--- config.mk ---
export PLATFORM = sky130hd
export DESIGN_NAME = mining_job_controller_flat
export DESIGN_NICKNAME = d
export VERILOG_FILES = /design/src/rtl/mining_job_controller_if.sv /design/src/rtl/mining_job_controller.sv /design/src/flat_wrapper.sv
export SDC_FILE = /design/constraint.sdc
export NUM_CORES = 1
export LEC_CHECK = 0
export BUFFER_PORTS_ARGS = -buffer_cell sky130_fd_sc_hd__buf_2
export CAP_MARGIN = 20
export CORE_ASPECT_RATIO = 0.5
export CORE_MARGIN = 2
export CORE_UTILIZATION = 30
export CTS_BUF_LIST = sky130_fd_sc_hd__clkbuf_2
export CTS_CLUSTER_SIZE = 8
export DETAILED_ROUTE_END_ITERATION = 8
export GPL_ROUTABILITY_DRIVEN = 1
export PLACE_DENSITY = 0.53
export SETUP_SLACK_MARGIN = 0.1
export SYNTH_ARGS = -nofsm -noshare
export SYNTH_HDL_FRONTEND = slang
export SYNTH_SLANG_ARGS = --single-unit
--- constraint.sdc ---
create_clock -name clk -period 3.4 [get_ports clk]
set_input_delay 0.51 -clock clk [delete_from_list [all_inputs] [get_ports clk]]
set_output_delay 0.51 -clock clk [all_outputs]
set_load 0.05 [all_outputs]
--- src/rtl/mining_job_controller_if.sv ---
`default_nettype none
// ============================================================================
//  Module   : mining_job_controller_if
//  Desc     : Job, nonce-generator, core and result signals of the controller.
//  Revision : 1.0  initial release
// ============================================================================
interface mining_job_controller_if #(
  parameter int NUM_CORES = 3,
  parameter int IDX_W     = 4
);
  logic                 job_valid;
  logic                 job_ready;
  logic                 abort;
  logic [31:0]          nonce;
  logic                 nonce_overflow;
  logic                 nonce_restart;
  logic                 nonce_enable;
  logic                 core_start;
  logic [NUM_CORES-1:0] core_done;
  logic [NUM_CORES-1:0] core_hit;
  logic                 result_valid;
  logic                 result_ready;
  logic                 result_found;
  logic [31:0]          result_nonce;
  logic [IDX_W-1:0]     result_core_idx;
  logic [31:0]          batch_count;
  logic                 busy;

  // master = the controller; slave = job source, generator, cores and consumer
  modport master (
    input  job_valid, abort, nonce, nonce_overflow, core_done, core_hit, result_ready,
    output job_ready, nonce_restart, nonce_enable, core_start, result_valid,
           result_found, result_nonce, result_core_idx, batch_count, busy
  );

  modport slave (
    output job_valid, abort, nonce, nonce_overflow, core_done, core_hit, result_ready,
    input  job_ready, nonce_restart, nonce_enable, core_start, result_valid,
           result_found, result_nonce, result_core_idx, batch_count, busy
  );
endinterface
`default_nettype wire

--- src/rtl/mining_job_controller.sv ---
`default_nettype none
// ============================================================================
//  Module   : mining_job_controller
//  Desc     : Runs one mining job in NUM_CORES-wide nonce batches and reports
//             the lowest-index winning nonce or exhaustion of the nonce space.
//  Revision : 1.0  initial release
// ============================================================================
module mining_job_controller #(
  parameter int NUM_CORES = 3,
  parameter int IDX_W     = 4
) (
  input  logic                    clk,
  input  logic                    n_rst,
  mining_job_controller_if.master bus
);

  localparam logic [31:0] c_NONCE_MAX = 32'hFFFF_FFFF;
  localparam logic [31:0] c_COUNT_MAX = 32'hFFFF_FFFF;

  typedef enum logic [2:0] {
    IDLE    = 3'd0,
    RESTART = 3'd1,
    START   = 3'd2,
    WAIT    = 3'd3,
    CHECK   = 3'd4,
    ADVANCE = 3'd5,
    REPORT  = 3'd6
  } state_t;

  state_t               r_state;
  logic [31:0]          r_base;
  logic [NUM_CORES-1:0] r_done_mask;
  logic [NUM_CORES-1:0] r_hit_mask;
  logic                 r_job_ready;
  logic                 r_nonce_restart;
  logic                 r_nonce_enable;
  logic                 r_core_start;
  logic                 r_result_valid;
  logic                 r_result_found;
  logic [31:0]          r_result_nonce;
  logic [IDX_W-1:0]     r_result_core_idx;
  logic [31:0]          r_batch_count;
  logic                 r_busy;

  logic [NUM_CORES-1:0] w_done_next;
  logic [NUM_CORES-1:0] w_hit_next;
  logic [NUM_CORES-1:0] w_valid_mask;
  logic [NUM_CORES-1:0] w_eff;
  logic [IDX_W-1:0]     w_winner;
  logic                 w_exhausted;
  logic                 w_abortable;
  logic [31:0]          w_batch_inc;

  assign w_done_next = r_done_mask | bus.core_done;
  assign w_hit_next  = r_hit_mask | (bus.core_done & bus.core_hit);

  // A core whose nonce base+i wrapped past 32 bits cannot produce a real hit.
  for (genvar gi = 0; gi < NUM_CORES; gi++) begin : g_valid_mask
    assign w_valid_mask[gi] = (r_base <= (c_NONCE_MAX - 32'(gi)));
  end

  assign w_eff       = r_hit_mask & w_valid_mask;
  assign w_exhausted = bus.nonce_overflow | (r_base > (c_NONCE_MAX - 32'(NUM_CORES)));
  assign w_abortable = (r_state != IDLE) && (r_state != REPORT);
  assign w_batch_inc = (r_batch_count == c_COUNT_MAX) ? r_batch_count : r_batch_count + 32'd1;

  always_comb begin
    w_winner = '0;
    for (int i = NUM_CORES - 1; i >= 0; i--) begin
      if (w_eff[i]) w_winner = IDX_W'(i);
    end
  end

  // Outputs are registered alongside the state so each reflects the state entered.
  always_ff @(posedge clk or negedge n_rst) begin
    if (!n_rst) begin
      r_state           <= IDLE;
      r_base            <= '0;
      r_done_mask       <= '0;
      r_hit_mask        <= '0;
      r_job_ready       <= 1'b1;
      r_nonce_restart   <= 1'b0;
      r_nonce_enable    <= 1'b0;
      r_core_start      <= 1'b0;
      r_result_valid    <= 1'b0;
      r_result_found    <= 1'b0;
      r_result_nonce    <= '0;
      r_result_core_idx <= '0;
      r_batch_count     <= '0;
      r_busy            <= 1'b0;
    end else begin
      r_nonce_restart <= 1'b0;
      r_nonce_enable  <= 1'b0;
      r_core_start    <= 1'b0;
      if (bus.abort && w_abortable) begin
        r_state     <= IDLE;
        r_job_ready <= 1'b1;
        r_busy      <= 1'b0;
      end else begin
        case (r_state)
          IDLE: begin
            r_batch_count <= '0;
            if (bus.job_valid) begin
              r_state         <= RESTART;
              r_nonce_restart <= 1'b1;
              r_job_ready     <= 1'b0;
              r_busy          <= 1'b1;
            end
          end
          RESTART: begin
            r_state      <= START;
            r_core_start <= 1'b1;
          end
          START: begin
            r_base      <= bus.nonce;
            r_done_mask <= '0;
            r_hit_mask  <= '0;
            r_state     <= WAIT;
          end
          WAIT: begin
            r_done_mask <= w_done_next;
            r_hit_mask  <= w_hit_next;
            if (&w_done_next) r_state <= CHECK;
          end
          CHECK: begin
            r_batch_count <= w_batch_inc;
            if (|w_eff) begin
              r_state           <= REPORT;
              r_result_valid    <= 1'b1;
              r_result_found    <= 1'b1;
              r_result_nonce    <= r_base + 32'(w_winner);
              r_result_core_idx <= w_winner;
            end else if (w_exhausted) begin
              r_state           <= REPORT;
              r_result_valid    <= 1'b1;
              r_result_found    <= 1'b0;
              r_result_nonce    <= '0;
              r_result_core_idx <= '0;
            end else begin
              r_state        <= ADVANCE;
              r_nonce_enable <= 1'b1;
            end
          end
          ADVANCE: begin
            r_state      <= START;
            r_core_start <= 1'b1;
          end
          REPORT: begin
            if (bus.result_ready) begin
              r_state        <= IDLE;
              r_result_valid <= 1'b0;
              r_job_ready    <= 1'b1;
              r_busy         <= 1'b0;
            end
          end
          default: begin
            r_state     <= IDLE;
            r_job_ready <= 1'b1;
            r_busy      <= 1'b0;
          end
        endcase
      end
    end
  end

  assign bus.job_ready       = r_job_ready;
  assign bus.nonce_restart   = r_nonce_restart;
  assign bus.nonce_enable    = r_nonce_enable;
  assign bus.core_start      = r_core_start;
  assign bus.result_valid    = r_result_valid;
  assign bus.result_found    = r_result_found;
  assign bus.result_nonce    = r_result_nonce;
  assign bus.result_core_idx = r_result_core_idx;
  assign bus.batch_count     = r_batch_count;
  assign bus.busy            = r_busy;

endmodule
`default_nettype wire
--- src/flat_wrapper.sv ---
// flat-port wrapper written by rule: the top's interface ports become plain ports
module mining_job_controller_flat 
#(
  parameter int NUM_CORES = 3,
  parameter int IDX_W     = 4
)
  (clk, n_rst, bus_job_valid, bus_abort, bus_nonce, bus_nonce_overflow, bus_core_done, bus_core_hit, bus_result_ready, bus_job_ready, bus_nonce_restart, bus_nonce_enable, bus_core_start, bus_result_valid, bus_result_found, bus_result_nonce, bus_result_core_idx, bus_batch_count, bus_busy);
  mining_job_controller_if #(.NUM_CORES(NUM_CORES), .IDX_W(IDX_W)) bus_i ();
  input  logic clk;
  input  logic n_rst;
  input wire logic [$bits(bus_i.job_valid)-1:0] bus_job_valid;
  input wire logic [$bits(bus_i.abort)-1:0] bus_abort;
  input wire logic [$bits(bus_i.nonce)-1:0] bus_nonce;
  input wire logic [$bits(bus_i.nonce_overflow)-1:0] bus_nonce_overflow;
  input wire logic [$bits(bus_i.core_done)-1:0] bus_core_done;
  input wire logic [$bits(bus_i.core_hit)-1:0] bus_core_hit;
  input wire logic [$bits(bus_i.result_ready)-1:0] bus_result_ready;
  output wire logic [$bits(bus_i.job_ready)-1:0] bus_job_ready;
  output wire logic [$bits(bus_i.nonce_restart)-1:0] bus_nonce_restart;
  output wire logic [$bits(bus_i.nonce_enable)-1:0] bus_nonce_enable;
  output wire logic [$bits(bus_i.core_start)-1:0] bus_core_start;
  output wire logic [$bits(bus_i.result_valid)-1:0] bus_result_valid;
  output wire logic [$bits(bus_i.result_found)-1:0] bus_result_found;
  output wire logic [$bits(bus_i.result_nonce)-1:0] bus_result_nonce;
  output wire logic [$bits(bus_i.result_core_idx)-1:0] bus_result_core_idx;
  output wire logic [$bits(bus_i.batch_count)-1:0] bus_batch_count;
  output wire logic [$bits(bus_i.busy)-1:0] bus_busy;
  assign bus_i.job_valid = bus_job_valid;
  assign bus_i.abort = bus_abort;
  assign bus_i.nonce = bus_nonce;
  assign bus_i.nonce_overflow = bus_nonce_overflow;
  assign bus_i.core_done = bus_core_done;
  assign bus_i.core_hit = bus_core_hit;
  assign bus_i.result_ready = bus_result_ready;
  assign bus_job_ready = bus_i.job_ready;
  assign bus_nonce_restart = bus_i.nonce_restart;
  assign bus_nonce_enable = bus_i.nonce_enable;
  assign bus_core_start = bus_i.core_start;
  assign bus_result_valid = bus_i.result_valid;
  assign bus_result_found = bus_i.result_found;
  assign bus_result_nonce = bus_i.result_nonce;
  assign bus_result_core_idx = bus_i.result_core_idx;
  assign bus_batch_count = bus_i.batch_count;
  assign bus_busy = bus_i.busy;
  mining_job_controller #(.NUM_CORES(NUM_CORES), .IDX_W(IDX_W)) u_core (.clk(clk), .n_rst(n_rst), .bus(bus_i));
endmodule
==> results of run 1 <==
==> flip-flops by register name, indices dropped and copies added (netlist names), 2 cells and up <==
signal	count
u_core.bus.batch_count	32
u_core.bus.result_core_idx	2
u_core.bus.result_nonce	32
u_core.r_base	32
u_core.r_done_mask	3
u_core.r_hit_mask	3
u_core.r_state	3
==> final cells by class <==
cell class / instances / area, um2 / share of cell area
sequential: 114 / 2854 / 0.3774
clock inverter: 14 / 211.5 / 0.02796
clock buffer: 18 / 90.09 / 0.01191
inverter: 49 / 183.9 / 0.02432
timing repair buffer: 165 / 1041 / 0.1377
multi-input combinational: 407 / 2849 / 0.3767
tap: 266 / 332.8 / 0.04401
==> through the flow <==
step | total power, mW | std cells | instance area, um2 | worst slack, ns | hold WS [ns]
global placement | 4.648 | 970 | 6948 | 0.3571 | 0.4804
detailed placement | 4.680 | 970 | 6948 | 0.2731 | 0.4864
CTS | 5.847 | 1021 | 7440 | 0.2605 | 0.00009942
finish | 5.782 | 1033 | 7562 | 0.3535 | 0.07393
global route | 6.168 | 1033 | 7562 | 0.1723 | 0.001350
floorplan | 4.000 | 604 | 6051 | 0.1708 | 0.2144
==> layer usage <==
layer / GRT usage / vias to the layer above
li1: - / 2548
met1: 0.2285 / 2672
met2: 0.2679 / 114
met3: 0.03477 / 12
met4: 0.04296 / 0
met5: 0 / -
==> cells in the mapped netlist (all sizes together) (2+ instances only) <==
cell type	number
o211ai	4
and4	10
nor3b	2
or2	3
a32o	2
nand2b	4
nand3	19
nor3	10
ha	3
nor2	27
a31oi	7
or4	20
mux2i	3
dfrtp	113
nor4b	2
a311o	2
nand4b	3
inv	49
or3	13
nand2	40
a21oi	34
nand3b	2
clkbuf	15
xor2	23
o31ai	20
and2	7
o21ai	15
and3	14
buf	19
nor4	5
nand4	27
xnor2	7
mux2	30
o32ai	34
==> power groups by stage <==
stage / clock network (mW) / registers [mW] / logic (mW)
floorplan: 0 / 2.88 / 1.12
global placement: 0 / 2.25 / 2.39
detailed placement: 0 / 2.27 / 2.41
CTS: 1.18 / 2.24 / 2.43
global route: 1.24 / 2.32 / 2.61
finish: 1.13 / 2.24 / 2.41
==> critical path: stages (launching register included) <==
cell and delay [ns]:
dfrtp_1 0.47, and3_1 0.22, and4_1 0.22, and2_1 0.17, a311o_1 0.36, inv_1 0.06
ha_1 0.17, inv_1 0.06, fa_2 0.38, nor2_1 0.36, and3_1 0.23, xnor2_1 0.12
o32ai_1 0.09
==> repair_timing <==
| action | in CTS | in global routing |
|---|---|---|
| endpoints found under the hold margin | 61 | 12 |
| endpoints found under the setup margin | 0 | 4 |
| gates resized for setup | 0 | 1 |
| hold buffers | 19 | 12 |
==> logic make-up (layout without fill, tap and decap cells) <==
logic type      Yosys count  after routing  share of synthesized area
simple gates            209            209                     0.2030
xor+xnor                 30             30                    0.04345
flops                   114            114                     0.4720
fa+ha+maj                 4              4                   0.009519
buf+inv                  83            246                    0.05959
compound gates          129            129                     0.1511
other cells               1              2                  0.0006201
mux                      33             33                    0.06083
==> worst min path at each step <==
stage,startpoint,endpoint,slack (ns),cells past startpoint
3_5_place_dp,u_core.r_done_mask[2],u_core.r_done_mask[2],0.49,2
2_1_floorplan,n_rst,u_core.bus.batch_count[0],0.21,0
4_1_cts,bus_core_done[1],u_core.r_done_mask[1],0.0001,3
3_3_place_gp,u_core.r_done_mask[1],u_core.r_done_mask[1],0.48,2
5_1_grt,bus_nonce[21],u_core.r_base[21],0.001,2
6_report,bus_nonce[21],u_core.r_base[21],0.07,2
==> metrics.md, run 1 <==
| Metric | Value |
|---|---|
| Vias | roughly 5.3k |
| PD cells | 764.6 nW/um2 |
| CP startpoint kind | register |
| Num rows | 36 |
| HPWL Detailed | around 12 mm |
| Final setup fails | 0 |
| Max layer used | met4 |
| Leak pwr | between 3 and 4 nW |
| Routed Antenna Nets | 0 |
| Syn Inst Count | 603 |
| Layout cells sized above 1 | 0.2751 |
| Initial antenna violation count | 0 |
| Die Ht | approximately 100 um |
| Die Span X | ~200 um |
| Internal power | between 3 and 4 mW |
| Reg clk slew, reported paths | about 0.20 ns |
| Congestion Overflow GR | 0 |
| Clk_lat worst skew | about 0.7 ns |
| VDD IR max | ~0.28 mV |
| Clk pwr share | 0.196 |
| FILL cells | between 2k and 2.5k |
| Synth warnings | 0 |
| Vias per Instance | around 5.2 |
| CP endpoint kind | register |
| Area Overhead vs Synth | 25.06% |
| Ys flop type | dfrtp_1 |
| Total Wirelength | between 15 and 20 mm |
| Ports | around 120 |
| Sw frac | 0.4480 |
| Met3 wire len | approximately 700 um |
| Status | finished, final reports clean |
| I/O Buffers | between 100 and 150 |
| Pins Over Slew Limit | 0 |
| Post-synthesis sequential area ratio | 0.4720 |
| Switching power | around 2.6 mW |
| First-pass GRT wire length | ~28 mm |
| Unrepaired setup endpoints after global routing | no |
| Crit path time final | a little over 3 ns |
| Setup_tns | 0 ns |
| Post-Syn Area | between 6000 and 7000 um2 |
| Most frequent cells in the layout | buf_2, dfrtp_1, inv_1 |
| Rel. slew slack | 0.4305 |
| Placer Congestion | 0.7910 |
| Slew @ Worst Pin | about 0.85 ns |
| Most common cell after layout, fill and taps aside | buf_2 |
| Met2 wire len | 8.400 mm |
| CORE AREA | ~20000 um2 |
| Top cells by area, synth | dfrtp_1, mux2_2, o32ai_1 |
| Syn avg cell area | 10.03 um2 |
| Setup bufs post-CTS | 0 |
| Max Buffers Root-to-Sink | 2 |
| Largest net degree at the start of global routing | 48 |
| Crit path DAT | roughly 3.6 ns |
| Distinct cell type count after synthesis | 60 |
| CTS Buf Count | 17 |
| Nets | between 800 and 900 |
| R2R setup slack | around 0.35 ns |
| GR Util All Layers | 0.1670 |
| CTS H-tree lvls | 4 |
| Final core utilization | 0.3860 |
| Worst Path Required | approximately 4.0 ns |
| Critical Path End | u_core.bus.result_nonce[8] |
| Worst min path class | in -> reg |
| Comb power frac | 0.417 |
| Clock Tree Root | clkbuf_2 |
| Worst Setup SP | u_core.r_base[15] |
| Critical R2R Capture | u_core.bus.result_nonce[8] |
| Ys async rst share | 1.000 |
| Fmax | 328.2 MHz |
| CP Class | reg -> reg |
| Max_cap viols | 0 |
| Die ar. | 21380 um2 |
| CP Max Fanout | 6 |
| Number of global-route vias before repair | approximately 5.2k |
| Reg-to-Reg Start | u_core.r_base[15] |
| Detailed-route wire length per cell | between 15 and 20 um |
| Worst Skew | around 0.03 ns |
| M1 WL | between 8 and 9 mm |
| Diode count | 0 |
| Number of flops mapped to enable cells by yosys | 0 |
| CTS Sinks | about 110 |
| Share of the synthesized area in the top cell type | 0.4676 |
| Initial Util | 0.3086 |
| Fin. Hold Viols | 0 |
| Seq cells post-synth | roughly 110 |
| Area leader, netlist | dfrtp_1 |
| Iter 0 DRT Violations | ~310 |
| Fin crit share | 0.8960 |
| Reg power frac | 0.387 |
| Worst r2r path cells | 12 |
| TritonRoute pass-1 iters | 5 |
| DRC viols | 0 |
| TritonCTS clock tree | built |
(Power assumes the default switching activity.)
==> run 2, diff against run 1 <==
ABC_AREA = 1   (was unset)
==> run 2 against run 1 <==
Compared with the run above: the flow now finishes with violations (DRC); critical path depth increased by 9; routed wire length increased by 22%; non-clock buffer count increased by 7; cell area increased by 11%; setup slack got worse by 0.0047 ns; combinational power increased by 17%; via count increased by 27%; cell count increased by 42%; register-to-register slack about the same; power decreased by 0.25%; synthesized area increased by 13%; count of clock-buffer cells in the layout increased by 2; critical path type unchanged; critical endpoint is now u_core.bus.result_nonce[20].
==> metrics.md, run 2 <==
| Metric | Value |
|---|---|
| Status | complete, but fails checks (was finished, final reports clean) |
| Failing checks | DRC |
| Synth warnings | 0 (unchanged) |
| CP Max Fanout | 5 (was 6) |
| CP endpoint kind | register (unchanged) |
| CP startpoint kind | register (unchanged) |
| Final core utilization | 0.3729 (was 0.3860) |
| Detailed-route wire length per cell | 14.39 um (was 16.78 um) |
| Ports | 119 (unchanged) |
| Area Overhead vs Synth | 22.95% (was 25.06%) |
| Nets | 1200 (was 802) |
| Most common cell after layout, fill and taps aside | nand2_1 (was buf_2) |
| Congestion Overflow GR | 0 (unchanged) |
| Final instance area | 8424 um2 (was 7562 um2) |
| First-pass GRT wire length | 34.53 mm (was 28.22 mm) |
| Ys flop type | dfrtp_1 (unchanged) |
| VDD IR max | 0.2300 mV (was 0.2795 mV) |
| Fmax | 327.7 MHz (was 328.2 MHz) |
| Num rows | 39 (was 36) |
| Vias per Instance | 4.603 (was 5.175) |
| Iter 0 DRT Violations | 429 (was 307) |
| Final setup fails | 0 (unchanged) |
| Reg power frac | 0.374 (was 0.387) |
| CTS H-tree lvls | 4 (unchanged) |
| Internal power | 2.771 mW (was 3.191 mW) |
| Dpl ws | 0.07389 ns (was 0.2731 ns) |
| Fin. Hold Viols | 0 (unchanged) |
| Post-synthesis sequential area ratio | 0.4165 (was 0.4720) |
| Clk_lat worst skew | 0.70 ns (was 0.68 ns) |
| Placed Area | 7762 um2 (was 6948 um2) |
| Number of flops mapped to enable cells by yosys | 0 (unchanged) |
| I/O Buffers | 116 (unchanged) |
| Sw frac | 0.5196 (was 0.4480) |
| Clk pwr share | 0.136 (was 0.196) |
| DRC viols | 1 (was 0) |
| Most frequent cells in the layout | nand2_1, inv_1, buf_2 (was buf_2, dfrtp_1, inv_1) |
| Initial Util | 0.3033 (was 0.3086) |
| CTS Buf Count | 17 (unchanged) |
| Reg clk slew, reported paths | 0.18 ns (was 0.20 ns) |
| Unrepaired setup endpoints after global routing | yes (was no) |
| Die Ht | 110.9 um (was 104.4 um) |
| PD cells | 684.7 nW/um2 (was 764.6 nW/um2) |
| CTS Sinks | 114 (unchanged) |
| Distinct cell type count after synthesis | 36 (was 60) |
| TritonCTS clock tree | built (unchanged) |
| CP Class | reg -> reg (unchanged) |
| Most frequent cells after synthesis | nand2_1, inv_1, dfrtp_1 (was dfrtp_1, inv_1, nand2_1) |
| Die Span X | 217.7 um (was 204.8 um) |
| Post-Syn Area | 6852 um2 (was 6047 um2) |
| HPWL Detailed | 15.44 mm (was 12.00 mm) |
| Max Buffers Root-to-Sink | 2 (unchanged) |
| Share of the synthesized area in the top cell type | 0.4127 (was 0.4676) |
| Ys async rst share | 1.000 (unchanged) |
| Number of global-route vias before repair | 6631 (was 5235) |
| Rel. slew slack | 0.5367 (was 0.4305) |
| Slew @ Worst Pin | 0.6941 ns (was 0.8542 ns) |
| Layout cells sized above 1 | 0.1744 (was 0.2751) |
| Top-count cell post-synth | nand2_1 (was dfrtp_1) |
| Largest net degree at the start of global routing | 84 (was 48) |
| Fin crit share | 0.8974 (was 0.8960) |
| GR Util All Layers | 0.1824 (was 0.1670) |
| Worst Path Required | 4.02 ns (was 3.96 ns) |
| Comb power frac | 0.490 (was 0.417) |
| Crit path DAT | 3.67 ns (was 3.61 ns) |
| Total Wirelength | 21.18 mm (was 17.33 mm) |
| Syn avg cell area | 6.907 um2 (was 10.03 um2) |
| Max_cap viols | 0 (unchanged) |
| CORE AREA | 22590 um2 (was 19590 um2) |
| Leak pwr | 4.414 nW (was 3.296 nW) |
| Routed Antenna Nets | 0 (unchanged) |
| Setup_tns | 0 ns (unchanged) |
| Crit path time final | 3.051 ns (was 3.046 ns) |
| Top cells by area, synth | dfrtp_1, nand2_1, inv_1 (was dfrtp_1, mux2_2, o32ai_1) |
| Initial antenna violation count | 1 (was 0) |
| Area leader, netlist | dfrtp_1 (unchanged) |
| Worst min path class | in -> reg (unchanged) |
| Vias | 6776 (was 5346) |
| Seq cells post-synth | 114 (unchanged) |
| Syn Inst Count | 992 (was 603) |
| Switching power | 2.997 mW (was 2.591 mW) |
| Pins Over Slew Limit | 0 (unchanged) |
| Clock Tree Root | clkbuf_2 (unchanged) |
| TritonRoute pass-1 iters | 7 (was 5) |
| Worst Skew | 0.02348 ns (was 0.03063 ns) |
| Die ar. | 24140 um2 (was 21380 um2) |
| Placer Congestion | 0.9536 (was 0.7910) |
| Final worst setup slack | 0.3488 ns (was 0.3535 ns) |
## run 2: stage by stage
| step | cells | hold slack, ns | power (mW) |
|---|---|---|---|
| 3_3_place_gp | 1397 | 0.4569 | 4.911 |
| 2_1_floorplan | 993 | 0.2144 | 4.150 |
| 3_5_place_dp | 1397 | 0.4578 | 4.926 |
| 6_report | 1472 | 0.08968 | 5.768 |
| 4_1_cts | 1467 | 0.004154 | 5.775 |
| 5_1_grt | 1472 | 0.01841 | 6.268 |
## run 2: timing repair
item	4_1_cts	5_1_grt
pin swaps	0	2
hold endpoints to repair	69	1
setup buffers	0	3
gates resized for setup	2	26
endpoints found under the setup margin	2	22
hold buffers	39	1
## run 2: kinds of logic after synthesis
| group | count (synthesis) | share of synthesized area |
|---|---|---|
| AOI/OAI and AO/OA | 65 | 0.05314 |
| adders and majority gates | 4 | 0.008401 |
| and+or+nand+nor | 605 | 0.3776 |
| buffers and inverters | 171 | 0.1028 |
| other | 1 | 0.0005473 |
| DFF | 114 | 0.4165 |
| xor gates and xnor gates | 32 | 0.04091 |
## run 2: metal layers
metal,wire length [um],part of all wire,GRT usage
met4,330,0.016,0.04658
met1,10110,0.48,0.2481
met3,986,0.047,0.03978
met5,0,0,0
met2,9747,0.46,0.2936
## run 2: area by class of cell
class	count	area, um2
antenna	1	2.502
inverter	139	521.8
sequential	114	2869
timing repair buffer	172	1116
clock buffer	20	100.1
tap	307	384.1
multi-input combinational	708	3359
fill	2488	14170
clock inverter	11	71.32
## run 2: power by group through the flow
stage,clock [mW],sequential [mW],combinational [mW]
after global routing,0.897,2.22,3.15
after detailed placement,0,2.17,2.76
final,0.783,2.16,2.83
after CTS,0.830,2.14,2.80
after global placement,0,2.16,2.75
after floorplan,0,2.67,1.48
## run 2: worst paths after layout
path	to	from	slack, ns	cells past startpoint
hold reg to reg	u_core.bus.result_valid	u_core.bus.result_valid	0.49	2
max in group asynchronous	u_core.bus.job_ready	n_rst	2.28	3
setup reg to reg	u_core.bus.result_nonce[20]	u_core.r_base[8]	0.35	21
min in group asynchronous	u_core.bus.result_nonce[21]	n_rst	0.28	2
hold / removal	u_core.r_base[28]	bus_nonce[28]	0.09	3
setup / recovery	u_core.bus.result_nonce[20]	u_core.r_base[8]	0.35	21
## run 2: worst max-delay path: stages, from the launching register on
cell and delay [ns]:
dfrtp_2 0.44, nand2_1 0.13, inv_2 0.07, nand2_1 0.06, nor2_2 0.15, nand2_1 0.07, nor2_1 0.10, nand2_1 0.10
nand2_2 0.15, nand2_1 0.09, nor2_2 0.15, inv_1 0.08, fa_2 0.40, inv_1 0.10, nand2_2 0.11, nor3_1 0.32
xnor2_1 0.16, inv_1 0.05, nand2_1 0.06, inv_1 0.06, nand4_1 0.07, nand2_1 0.05
==> run 3, diff against run 2 <==
PLACE_DENSITY = 0.51   (was 0.53)
clock period = 3.5 ns   (was 3.4 ns; I/O delays follow)
==> run 3 against run 2 <==
Compared with the run above: the run now ends clean; largest power group unchanged; first-iteration DRC count down 22%; sequential power down 3%; worst hold slack worse by 0.0073 ns; register-to-register slack better by 0.07 ns; count of clock-buffer cells in the layout down 1; clock skew up 0.0049 ns; setup slack better by 0.069 ns; sequential share of layout area down 0.58 points; global-route usage up 0.071 points; via count up 0.12%.
==> metrics.md, run 3 (same netlist as run 2, synthesis figures left out) <==
| Metric | Value |
|---|---|
| Ports | 119 (unchanged) |
| Die ar. | 24140 um2 (unchanged) |
| Critical path depth | 24 (was 21) |
| Area Overhead vs Synth | 24.82% (was 22.95%) |
| Number of global-route vias before repair | 6649 (was 6631) |
| Clock Tree Root | clkbuf_2 (unchanged) |
| Placer Congestion | 0.9315 (was 0.9536) |
| Vias per Instance | 4.596 (was 4.603) |
| CP Class | reg -> reg (unchanged) |
| Die Ht | 110.9 um (unchanged) |
| CTS Buf Count | 17 (unchanged) |
| Crit path DAT | 3.71 ns (was 3.67 ns) |
| FILL cells | 2449 (was 2488) |
| Total Wirelength | 21.12 mm (was 21.18 mm) |
| Fin crit share | 0.8806 (was 0.8974) |
| I/O Buffers | 116 (unchanged) |
| CORE AREA | 22590 um2 (unchanged) |
| Worst Skew | 0.02840 ns (was 0.02348 ns) |
| Worst Path Required | 4.13 ns (was 4.02 ns) |
| Num rows | 39 (unchanged) |
| Most frequent cells in the layout | nand2_1, inv_1, buf_2 (unchanged) |
| Worst r2r path cells | 24 (was 21) |
| TritonRoute pass-1 iters | 5 (was 7) |
| Placed cells | 1396 (was 1397) |
| Pins Over Slew Limit | 0 (unchanged) |
| Crit path time final | 3.082 ns (was 3.051 ns) |
| Setup_tns | 0 ns (unchanged) |
| CP endpoint kind | register (unchanged) |
| Fin. Hold Viols | 0 (unchanged) |
| Delay of the slowest cell on the worst path | 0.43 ns (was 0.44 ns) |
| Area of the multi-input gates | 3352 um2 (was 3359 um2) |
| Final Non-Filler Cells | 1476 (was 1472) |
| Most frequent cell on the critical path | nand2_1 (unchanged) |
| Rel. slew slack | 0.5048 (was 0.5367) |
| FF/Latch Area | 2863 um2 (was 2869 um2) |
| Worst min path class | in -> reg (unchanged) |
| GR Util All Layers | 0.1831 (was 0.1824) |
| Clk_lat worst skew | 0.73 ns (was 0.70 ns) |
| Congestion Overflow GR | 0 (unchanged) |
| Detailed-route wire length per cell | 14.31 um (was 14.39 um) |
| Final instance area | 8552 um2 (was 8424 um2) |
| Routed Antenna Nets | 0 (unchanged) |
| Die Span X | 217.7 um (unchanged) |
| Max_cap viols | 0 (unchanged) |
| Vias | 6784 (was 6776) |
| Worst-path cell chain | nand2_1 -> inv_2 -> nand2_1 -> nor2_2 -> nand2_1 -> nor2_1 -> nand2_1 -> nand2_2 -> nand2_1 -> nor2_2 -> ha_1 -> a21oi_1 -> nor2_4 -> nand2_1 -> nor2_1 -> buf_4 -> nand2_1 -> nand2_1 -> nand2_1 -> inv_1 -> nand2_1 -> inv_1 -> nand4_1 -> nand2_1 (was nand2_1 -> inv_2 -> nand2_1 -> nor2_2 -> nand2_1 -> nor2_1 -> nand2_1 -> nand2_2 -> nand2_1 -> nor2_2 -> inv_1 -> fa_2 -> inv_1 -> nand2_2 -> nor3_1 -> xnor2_1 -> inv_1 -> nand2_1 -> inv_1 -> nand4_1 -> nand2_1) |
| CP startpoint kind | register (unchanged) |
| PD cells | 692.6 nW/um2 (was 684.7 nW/um2) |
| Largest net degree at the start of global routing | 54 (was 84) |
| First-pass GRT wire length | 34.71 mm (was 34.53 mm) |
| Slew @ Worst Pin | 0.7420 ns (was 0.6941 ns) |
| Most common cell after layout, fill and taps aside | nand2_1 (unchanged) |
| Critical path's slowest cell | dfrtp_1 (was dfrtp_2) |
| CTS H-tree lvls | 4 (unchanged) |
| Status | finished, final reports clean (was complete, but fails checks) |
| Placed Area | 7755 um2 (was 7762 um2) |
| TritonCTS clock tree | built (unchanged) |
| Final core utilization | 0.3785 (was 0.3729) |
| Iter 0 DRT Violations | 334 (was 429) |
| Leak pwr | 4.481 nW (was 4.414 nW) |
| CTS Sinks | 114 (unchanged) |
| Initial antenna violation count | 1 (unchanged) |
| Fmax | 324.5 MHz (was 327.7 MHz) |
| Max Buffers Root-to-Sink | 2 (unchanged) |
| DRC viols | 0 (was 1) |
| Reg clk slew, reported paths | 0.19 ns (was 0.18 ns) |
| Total power draw | 5.923 mW (was 5.768 mW) |
| Buf/Inv on CP | 4 (was 5) |
| Min-Delay Path Depth | 3 (unchanged) |
| Layout cells sized above 1 | 0.1738 (was 0.1744) |
| VDD IR max | 0.2683 mV (was 0.2300 mV) |
| CP Max Fanout | 7 (was 5) |
| Initial Util | 0.3033 (unchanged) |
| Nets | 1203 (was 1200) |
| HPWL Detailed | 15.81 mm (was 15.44 mm) |
| Unrepaired setup endpoints after global routing | yes (unchanged) |
| Final setup fails | 0 (unchanged) |
| Crit path max-delay family | simple AND/OR/NAND/NOR gates (unchanged) |
-- run 3: cell types whose count changed in the layout (fill, tap and decap cells not counted), moves of 2 or more --
| cell | change |
|---|---|
| bufinv_16 | +4 |
| clkinv_1 | -5 |
| clkinv_2 | +2 |
| dfrtp_1 | +5 |
| dfrtp_2 | -5 |
| dlygate4sd3_1 | +2 |
| nand2_1 | +2 |
| nand2_2 | -2 |
-- run 3: metal layers --
metal | GRT usage | part of all wire | up-vias
met5 | 0 | 0 | -
met2 | 0.2902 | 0.46 | 119
met1 | 0.2526 | 0.49 | 3185
met4 | 0.04840 | 0.014 | 0
li1 | - | - | 3455
met3 | 0.03923 | 0.040 | 25
-- run 3: power by group --
group	switching (mW)	internal (mW)	total (mW)
Clock	0.564	0.536	1.10
Sequential	0.374	1.71	2.09
Combinational	2.00	0.738	2.74
-- run 3: tightest hold or removal path: stages --
cell and delay (ns):
buf_2 0.10, nand3_1 0.10, a21oi_1 0.07
-- run 3: per-stage QoR --
stage	hold WS [ns]	setup WS, ns
after floorplan	0.2294	0.7790
after global placement	0.4599	0.1855
after detailed placement	0.4618	0.1702
after CTS	0.004766	0.1375
after global routing	0.008437	0.08495
final	0.08237	0.4180
-- run 3: path summary, 6_finish.rpt --
kind | from | endpoint | slack, ns
min in group asynchronous | n_rst | u_core.r_base[5] | 0.37
max in group asynchronous | n_rst | u_core.bus.result_nonce[0] | 2.33
max reg2reg | u_core.r_base[10] | u_core.bus.result_nonce[29] | 0.42
max | u_core.r_base[10] | u_core.bus.result_nonce[29] | 0.42
min | bus_core_hit[0] | u_core.r_hit_mask[0] | 0.08
min reg2reg | u_core.bus.result_core_idx[0] | u_core.bus.result_core_idx[0] | 0.50
-- run 3: area by class of cell --
cell class / instances / share of cell area
clock buffer: 19 / 0.01112
inverter: 139 / 0.06101
antenna: 1 / 0.0002926
sequential: 114 / 0.3347
multi-input combinational: 708 / 0.3920
tap: 307 / 0.04492
timing repair buffer: 175 / 0.1337
clock inverter: 13 / 0.02224
-- run 3: what timing repair did --
action,CTS,global route
hold buffers,41,1
endpoints found under the hold margin,89,1
resized for setup,0,20
endpoints found under the setup margin,0,19
buffers inserted,0,5
